==> src/rtl/xif_result_arbiter_pkg.sv <==
// ============================================================================
//  Module      : xif_result_arbiter_pkg
//  Description : Shared types and constants for the X-interface result
//                arbiter: the x_result_t payload layout, default channel
//                count and widths, and width helper functions.
//  Revision    : 1.0 - initial release
// ============================================================================
`default_nettype none

package xif_result_arbiter_pkg;

    localparam int N_COPROC_DEF = 3;
    localparam int ID_W_DEF     = 4;
    localparam int DATA_W_DEF   = 32;

    // id + data + rd[4:0] + we + exc + exccode[5:0]
    localparam int RES_W = ID_W_DEF + DATA_W_DEF + 5 + 1 + 1 + 6;

    typedef struct packed {
        logic [ID_W_DEF-1:0]   id;
        logic [DATA_W_DEF-1:0] data;
        logic [4:0]            rd;
        logic                  we;
        logic                  exc;
        logic [5:0]            exccode;
    } x_result_t;

    // Payload width for an arbitrary id/data width combination.
    function automatic int res_width(input int id_w, input int data_w);
        return id_w + data_w + 13;
    endfunction

    // Source-index width; a single channel still needs one bit of storage.
    function automatic int src_width(input int n);
        return (n > 1) ? $clog2(n) : 1;
    endfunction

endpackage

`default_nettype wire

==> src/rtl/xif_result_arbiter_if.sv <==
// ============================================================================
//  Module      : xif_result_arbiter_if
//  Description : Bundles the coprocessor-side result channels and the core
//                result port of the result arbiter.
//                slave  : arbiter view (drives res_ready_o and core_*_o)
//                master : environment view (drives res_*_i and core_ready_i)
//  Signals     : res_valid_i[N], res_ready_o[N], res_i[N*RES_W],
//                core_valid_o, core_ready_i, core_res_o[RES_W],
//                core_src_o[SRC_W]
//  Revision    : 1.0 - initial release
// ============================================================================
`default_nettype none

interface xif_result_arbiter_if
    import xif_result_arbiter_pkg::*;
#(
    parameter int N_COPROC = N_COPROC_DEF,
    parameter int ID_W     = ID_W_DEF,
    parameter int DATA_W   = DATA_W_DEF
) ();

    localparam int RES_WIDTH = res_width(ID_W, DATA_W);
    localparam int SRC_WIDTH = src_width(N_COPROC);

    logic [N_COPROC-1:0]           res_valid_i;
    logic [N_COPROC-1:0]           res_ready_o;
    logic [N_COPROC*RES_WIDTH-1:0] res_i;
    logic                          core_valid_o;
    logic                          core_ready_i;
    logic [RES_WIDTH-1:0]          core_res_o;
    logic [SRC_WIDTH-1:0]          core_src_o;

    modport slave (
        input  res_valid_i, res_i, core_ready_i,
        output res_ready_o, core_valid_o, core_res_o, core_src_o
    );

    modport master (
        output res_valid_i, res_i, core_ready_i,
        input  res_ready_o, core_valid_o, core_res_o, core_src_o
    );

endinterface

`default_nettype wire

==> src/rtl/xif_result_skid.sv <==
// ============================================================================
//  Module      : xif_result_skid
//  Description : Two-entry valid/ready skid buffer. Outputs come straight
//                from flops, and in_ready_o depends only on occupancy, so
//                there is no combinational path from out_ready_i to
//                in_ready_o. Sustains one transfer per cycle.
//  Ports       : clk_i, rst_ni (sync, active low)
//                in_valid_i / in_ready_o / in_data_i[W]
//                out_valid_o / out_ready_i / out_data_o[W]
//  Revision    : 1.0 - initial release
// ============================================================================
`default_nettype none

module xif_result_skid #(
    parameter int W = 8
) (
    input  wire logic         clk_i,
    input  wire logic         rst_ni,
    input  wire logic         in_valid_i,
    output logic              in_ready_o,
    input  wire logic [W-1:0] in_data_i,
    output logic              out_valid_o,
    input  wire logic         out_ready_i,
    output logic [W-1:0]      out_data_o
);

    localparam logic [1:0] CNT_EMPTY = 2'd0;
    localparam logic [1:0] CNT_ONE   = 2'd1;
    localparam logic [1:0] CNT_FULL  = 2'd2;

    logic [1:0]   cnt_q, cnt_d;
    logic [W-1:0] head_q, head_d;   // entry presented downstream
    logic [W-1:0] tail_q, tail_d;   // overflow entry caught while head stalls
    logic         w_push, w_pop;

    assign in_ready_o  = (cnt_q != CNT_FULL);
    assign out_valid_o = (cnt_q != CNT_EMPTY);
    assign out_data_o  = head_q;

    assign w_push = in_valid_i && in_ready_o;
    assign w_pop  = out_valid_o && out_ready_i;

    always_comb begin
        cnt_d  = cnt_q;
        head_d = head_q;
        tail_d = tail_q;
        case (cnt_q)
            CNT_EMPTY: begin
                if (w_push) begin
                    head_d = in_data_i;
                    cnt_d  = CNT_ONE;
                end
            end
            CNT_ONE: begin
                if (w_push && w_pop) begin
                    head_d = in_data_i;
                end else if (w_push) begin
                    tail_d = in_data_i;
                    cnt_d  = CNT_FULL;
                end else if (w_pop) begin
                    cnt_d  = CNT_EMPTY;
                end
            end
            default: begin
                // Full: no push is possible, only drain the head.
                if (w_pop) begin
                    head_d = tail_q;
                    cnt_d  = CNT_ONE;
                end
            end
        endcase
    end

    always_ff @(posedge clk_i) begin
        if (!rst_ni) begin
            cnt_q  <= CNT_EMPTY;
            head_q <= '0;
            tail_q <= '0;
        end else begin
            cnt_q  <= cnt_d;
            head_q <= head_d;
            tail_q <= tail_d;
        end
    end

endmodule

`default_nettype wire

==> src/rtl/xif_result_arbiter.sv <==
// ============================================================================
//  Module      : xif_result_arbiter
//  Description : Merges N_COPROC X-interface result channels into the single
//                core result port. Round-robin arbitration starting at
//                rr_ptr; once a result is offered and stalled the grant is
//                locked until the downstream handshake completes.
//  Ports       : clk_i, rst_ni (sync, active low), bus (slave modport of
//                xif_result_arbiter_if)
//  Config      : XIF_RESULT_ARB_SKID_EN - insert a 2-entry skid buffer on the
//                core side (registered core outputs, 1-cycle latency, no
//                combinational core_ready_i -> res_ready_o path).
//                Undefined: combinational, zero-latency path.
//  Revision    : 1.0 - initial release
// ============================================================================
`default_nettype none

module xif_result_arbiter
    import xif_result_arbiter_pkg::*;
#(
    parameter int N_COPROC = N_COPROC_DEF,
    parameter int ID_W     = ID_W_DEF,
    parameter int DATA_W   = DATA_W_DEF
) (
    input  wire logic              clk_i,
    input  wire logic              rst_ni,
    xif_result_arbiter_if.slave    bus
);

    localparam int RES_WIDTH = res_width(ID_W, DATA_W);
    localparam int SRC_WIDTH = src_width(N_COPROC);

    logic [SRC_WIDTH-1:0] rr_ptr_q, rr_ptr_d;
    logic [SRC_WIDTH-1:0] grant_q, grant_d;
    logic                 lock_q, lock_d;

    logic [SRC_WIDTH-1:0] w_grant;
    logic                 w_gvalid;
    logic [RES_WIDTH-1:0] w_gres;
    logic                 w_down_ready;   // core ready, or skid has room
    logic                 w_hs;           // source-side transfer this cycle

    // ------------------------------------------------------------------
    // Grant selection. Scanning offsets from high to low lets the closest
    // requester to rr_ptr overwrite the others without a loop break.
    // ------------------------------------------------------------------
    always_comb begin : p_grant
        logic [SRC_WIDTH:0] sum;
        w_grant  = '0;
        w_gvalid = 1'b0;
        sum      = '0;
        if (lock_q) begin
            w_grant  = grant_q;
            w_gvalid = bus.res_valid_i[grant_q];
        end else begin
            for (int k = N_COPROC - 1; k >= 0; k--) begin
                sum = {1'b0, rr_ptr_q} + (SRC_WIDTH + 1)'(k);
                if (sum >= (SRC_WIDTH + 1)'(N_COPROC)) begin
                    sum = sum - (SRC_WIDTH + 1)'(N_COPROC);
                end
                if (bus.res_valid_i[sum[SRC_WIDTH-1:0]]) begin
                    w_grant  = sum[SRC_WIDTH-1:0];
                    w_gvalid = 1'b1;
                end
            end
        end
    end

    assign w_gres = bus.res_i[int'(w_grant) * RES_WIDTH +: RES_WIDTH];
    assign w_hs   = w_gvalid && w_down_ready;

    // Only the granted source sees ready; reset masks everything.
    always_comb begin : p_ready
        bus.res_ready_o = '0;
        for (int i = 0; i < N_COPROC; i++) begin
            bus.res_ready_o[i] = rst_ni && w_hs && (w_grant == SRC_WIDTH'(i));
        end
    end

`ifdef XIF_RESULT_ARB_SKID_EN
    logic [SRC_WIDTH+RES_WIDTH-1:0] w_skid_out;

    xif_result_skid #(
        .W (SRC_WIDTH + RES_WIDTH)
    ) u_skid (
        .clk_i       (clk_i),
        .rst_ni      (rst_ni),
        .in_valid_i  (w_gvalid),
        .in_ready_o  (w_down_ready),
        .in_data_i   ({w_grant, w_gres}),
        .out_valid_o (bus.core_valid_o),
        .out_ready_i (bus.core_ready_i),
        .out_data_o  (w_skid_out)
    );

    assign bus.core_src_o = w_skid_out[SRC_WIDTH+RES_WIDTH-1:RES_WIDTH];
    assign bus.core_res_o = w_skid_out[RES_WIDTH-1:0];
`else
    // Outputs are forced idle while reset is asserted so nothing is offered
    // to the core from state that is about to be cleared.
    assign w_down_ready     = bus.core_ready_i;
    assign bus.core_valid_o = rst_ni && w_gvalid;
    assign bus.core_res_o   = (rst_ni && w_gvalid) ? w_gres  : '0;
    assign bus.core_src_o   = (rst_ni && w_gvalid) ? w_grant : '0;
`endif

    // ------------------------------------------------------------------
    // Pointer / lock update
    // ------------------------------------------------------------------
    always_comb begin : p_next
        rr_ptr_d = rr_ptr_q;
        if (w_hs) begin
            rr_ptr_d = (w_grant == SRC_WIDTH'(N_COPROC - 1)) ? '0 : w_grant + 1'b1;
        end
        lock_d  = w_gvalid && !w_down_ready;
        grant_d = w_grant;
    end

    always_ff @(posedge clk_i) begin
        if (!rst_ni) begin
            rr_ptr_q <= '0;
            grant_q  <= '0;
            lock_q   <= 1'b0;
        end else begin
            rr_ptr_q <= rr_ptr_d;
            grant_q  <= grant_d;
            lock_q   <= lock_d;
        end
    end

endmodule

`default_nettype wire

==> src/flat_wrapper.sv <==
// flat-port wrapper written by rule: the top's interface ports become plain ports
module xif_result_arbiter_flat import xif_result_arbiter_pkg::*;
#(
    parameter int N_COPROC = N_COPROC_DEF,
    parameter int ID_W     = ID_W_DEF,
    parameter int DATA_W   = DATA_W_DEF
)
  (clk_i, rst_ni, bus_res_valid_i, bus_res_i, bus_core_ready_i, bus_res_ready_o, bus_core_valid_o, bus_core_res_o, bus_core_src_o);
  xif_result_arbiter_if #(.N_COPROC(N_COPROC), .ID_W(ID_W), .DATA_W(DATA_W)) bus_i ();
  input  wire logic clk_i;
  input  wire logic rst_ni;
  input wire logic [$bits(bus_i.res_valid_i)-1:0] bus_res_valid_i;
  input wire logic [$bits(bus_i.res_i)-1:0] bus_res_i;
  input wire logic [$bits(bus_i.core_ready_i)-1:0] bus_core_ready_i;
  output wire logic [$bits(bus_i.res_ready_o)-1:0] bus_res_ready_o;
  output wire logic [$bits(bus_i.core_valid_o)-1:0] bus_core_valid_o;
  output wire logic [$bits(bus_i.core_res_o)-1:0] bus_core_res_o;
  output wire logic [$bits(bus_i.core_src_o)-1:0] bus_core_src_o;
  assign bus_i.res_valid_i = bus_res_valid_i;
  assign bus_i.res_i = bus_res_i;
  assign bus_i.core_ready_i = bus_core_ready_i;
  assign bus_res_ready_o = bus_i.res_ready_o;
  assign bus_core_valid_o = bus_i.core_valid_o;
  assign bus_core_res_o = bus_i.core_res_o;
  assign bus_core_src_o = bus_i.core_src_o;
  xif_result_arbiter #(.N_COPROC(N_COPROC), .ID_W(ID_W), .DATA_W(DATA_W)) u_core (.clk_i(clk_i), .rst_ni(rst_ni), .bus(bus_i));
endmodule
==> config.mk <==
export PLATFORM = sky130hd
export DESIGN_NAME = xif_result_arbiter_flat
export DESIGN_NICKNAME = d
export VERILOG_FILES = /design/src/rtl/xif_result_arbiter_pkg.sv /design/src/rtl/xif_result_arbiter_if.sv /design/src/rtl/xif_result_skid.sv /design/src/rtl/xif_result_arbiter.sv /design/src/flat_wrapper.sv
export SDC_FILE = /design/constraint.sdc
export NUM_CORES = 1
export LEC_CHECK = 0
export ABC_AREA = 1
export CAP_MARGIN = 15
export CORE_MARGIN = 2
export CORE_UTILIZATION = 25
export CTS_BUF_LIST = sky130_fd_sc_hd__clkbuf_8 sky130_fd_sc_hd__clkbuf_16
export CTS_CLUSTER_DIAMETER = 100
export DETAILED_ROUTE_END_ITERATION = 10
export GPL_ROUTABILITY_DRIVEN = 0
export PLACE_DENSITY = 0.71
export SLEW_MARGIN = 20
export SYNTH_ARGS = -nofsm -noshare
export SYNTH_HDL_FRONTEND = slang
export SYNTH_SLANG_ARGS = --single-unit
==> constraint.sdc <==
create_clock -name clk_i -period 4.9 [get_ports clk_i]
set_input_delay 0.49 -clock clk_i [delete_from_list [all_inputs] [get_ports clk_i]]
set_output_delay 0.49 -clock clk_i [all_outputs]
set_load 0.02 [all_outputs]
==> impl_metrics.ini <==
[logic_synthesis]
netlist_area_sq_um = 2120
syn_area_per_cell_sq_um = 4.77
synth_fp_nets = 601
synth_edf_count = 0
async_reset_ff_share_pct = 0
synth_fa_ha_area_share_pct = 1.77
yosysSeqAreaShare_pct = 4.71
yosys.area_share.simple_pct = 74.4
synth-seq-cells = 5
syn_inst = 445
synth_ff_type = dfxtp_1
synth_top_family_by_area = simple AND/OR/NAND/NOR gates
synth-xor-area-share_pct = 0
yosysWarnings = 0
synth.mux.area_fraction_pct = 0
ys_types = 23
synth_compound_area_share_pct = 2.18

[floorplanning]
die_w_um = 96.2
io_pins = 208
row_count = 33
coreArea_sq_um = 8220
die_h_um = 96.2
fp.dieArea_sq_um = 9250
start_util_pct = 25.8

[pwr]
power_frac_seq_pct = 2.4
p_comb_share_pct = 94.8
p_clk_share_pct = 2.7
p_leak_uw = 0.00204
p_sw_share_pct = 59.4
switchingPower_uw = 1720
p_int_uw = 1170
power_density_nw_per_um2 = 686
vdd_ir_drop_max_mv = 0.424

[clocking]
clk_pin_slew_ns = 0.04
cts_buffers = 3
cts_sinks = 5
cts_setup_buffers = 0
cts_hold_buf = 0
htreeDepth = 1
cts_root_buf = clkbuf_8
ctsLongestPathBuffers = 2
clk_latency_ns = 0.23
ctsResizeCount = 0
tritoncts = yes

[placement]
place_ws_ns = 0.959
portBuffers = 207
place_area_sq_um = 4170
dp_cells = 725
place_hpwl_mm = 7.33

[setup_path]
endpoint_kind = output pin
cp.arrival_ns = 3.47
critPathKind = reg2out
crit_required_ns = 4.41
startpoint_type = flip-flop
crit_path_max_fanout = 114

[job]
drv_cap = 0

[sta]
setup_slack_ns = 0.937
max_freq_ghz = 0.252
maxSlewViolCount = 0
setup_viol = 0
hold_viol_final = 0
fin_crit_sh_pct = 80.9
worst_pin_slew_ns = 1.06
rsz0062_at_grt = no
clock-skew-final_ns = 0.00121
fin_tns_setup_ns = 0
maxSlewHeadroom_pct = 29.5
min_period_ns = 3.96

[grt]
grt_pass1_wl_mm = 14.6
grt_pass1_vias = 3238
grt_max_degree = 115
antenna_found_initial = 0
grtUsageTotal_pct = 19.3
grt_overflow = 0

[drt]
drt_iter0_drc = 111
first_pass_iters = 4
route.detailed.drc = 0
wl_per_cell_um = 13.5
vias = 3534
viasPerCell = 4.85
wirelength_mm = 9.81
ant_nets = 0

[cells_and_area]
fin_area_sq_um = 4220
seq_area_sq_um = 100
syn_to_final_growth_pct = 98.6
n_fill_cell = 852
layout-drive-gt1-share_pct = 4.17
multi_input_area_sq_um = 1670
final_util_pct = 51.3
finalNetCount = 781
diodes = 0
instances_no_fill = 729

[worst_hold_path]
hp-class = reg2reg

[outcome]
status = complete, no violations
==> final timing paths <==
kind | start | endpoint | slack [ns] | cells past startpoint
hold / removal | u_core.rr_ptr_q[0] | u_core.rr_ptr_q[0] | 0.50 | 2
hold reg to reg | u_core.rr_ptr_q[0] | u_core.rr_ptr_q[0] | 0.50 | 2
setup reg to reg | u_core.rr_ptr_q[0] | u_core.rr_ptr_q[0] | 2.33 | 13
setup / recovery | u_core.rr_ptr_q[0] | bus_core_res_o[15] | 0.94 | 16
==> registers in the layout (all words and copies together), names as in the netlist <==
name and count:
u_core.lock_q 1, u_core.rr_ptr_q 2, u_core.grant_q 2
==> synthesized netlist by cell type, types with 2 or more instances <==
library cell | number | share of area, %
nor2_4 | 3 | 1.6
nand3_1 | 69 | 16
inv_2 | 6 | 1.1
nand4_1 | 50 | 15
ha_1 | 3 | 1.8
nor3_1 | 4 | 0.94
dfxtp_1 | 5 | 4.7
inv_1 | 33 | 5.8
a21oi_1 | 3 | 0.71
nand2_2 | 4 | 1.2
clkbuf_1 | 7 | 1.2
nor2_1 | 19 | 3.4
buf_1 | 4 | 0.71
buf_4 | 7 | 2.5
nand2_1 | 202 | 36
buf_2 | 16 | 3.8
buf_6 | 3 | 1.6
o21ai_0 | 2 | 0.47
==> layout by cell type (no fill, tap or decap), drive strengths merged <==
cell and count:
clkdlybuf4s50 207, nand2 206, nand3 69, nand4 51
inv 40, nor2 22, dfxtp 5, buf 5
nor3 4, a21oi 4, ha 3, clkbuf 3
o21ai 3, o21a 1, clkinv 1
==> critical path, stage by stage (launching register included) <==
cell             delay [ns]
dfxtp_1                0.35
inv_1                  0.07
ha_1                   0.35
inv_1                  0.16
nand2_1                0.09
nand2_1                0.07
nand2_1                0.05
nand2_1                0.06
nand2_1                0.05
nand2_1                0.07
nand2_2                0.09
inv_4                  0.76
nand4_1                0.19
nand2_1                0.12
nand2_1                0.06
nand2_1                0.07
clkdlybuf4s50_1        0.60
==> power by group through the flow <==
stage | clock network (uW) | registers [uW] | logic, uW
finish | 79.3 | 69.9 | 2740
global route | 81.6 | 71.6 | 3040
CTS | 80.6 | 69.5 | 2770
detailed placement | 0 | 70.2 | 2750
global placement | 0 | 69.4 | 2720
floorplan | 0 | 66.4 | 1860
==> cell families after synthesis <==
logic type,Yosys count
AND/OR/NAND/NOR,352
buffers and inverters,77
AO/OA/AOI/OAI,8
flip-flops,5
adder cells (fa/ha/maj),3
==> per-stage QoR <==
stage               total power [uW]  hold slack (ns)
detailed placement              2820            0.481
floorplan                       1920            0.461
global placement                2790            0.476
global route                    3190            0.516
CTS                             2920            0.503
finish                          2890            0.501
==> final cells by class <==
cell class | count | share of cell area (%)
well taps | 105 | 3.11
clock buffers | 3 | 0.979
inverters | 40 | 3.62
repair buffers | 212 | 50.3
clock inverters | 1 | 0.119
multi-input cells | 363 | 39.5
flip-flops and latches | 5 | 2.37
==> per-layer routing <==
metal / global-route usage [%] / vias up / routed length [um]
li1: - / 1806 / -
met1: 22.0 / 1557 / 3850
met2: 35.9 / 156 / 4940
met3: 3.99 / 15 / 874
met4: 5.36 / 0 / 149
met5: 0 / - / 0
No activity file was read; power rests on OpenSTA's default activity.
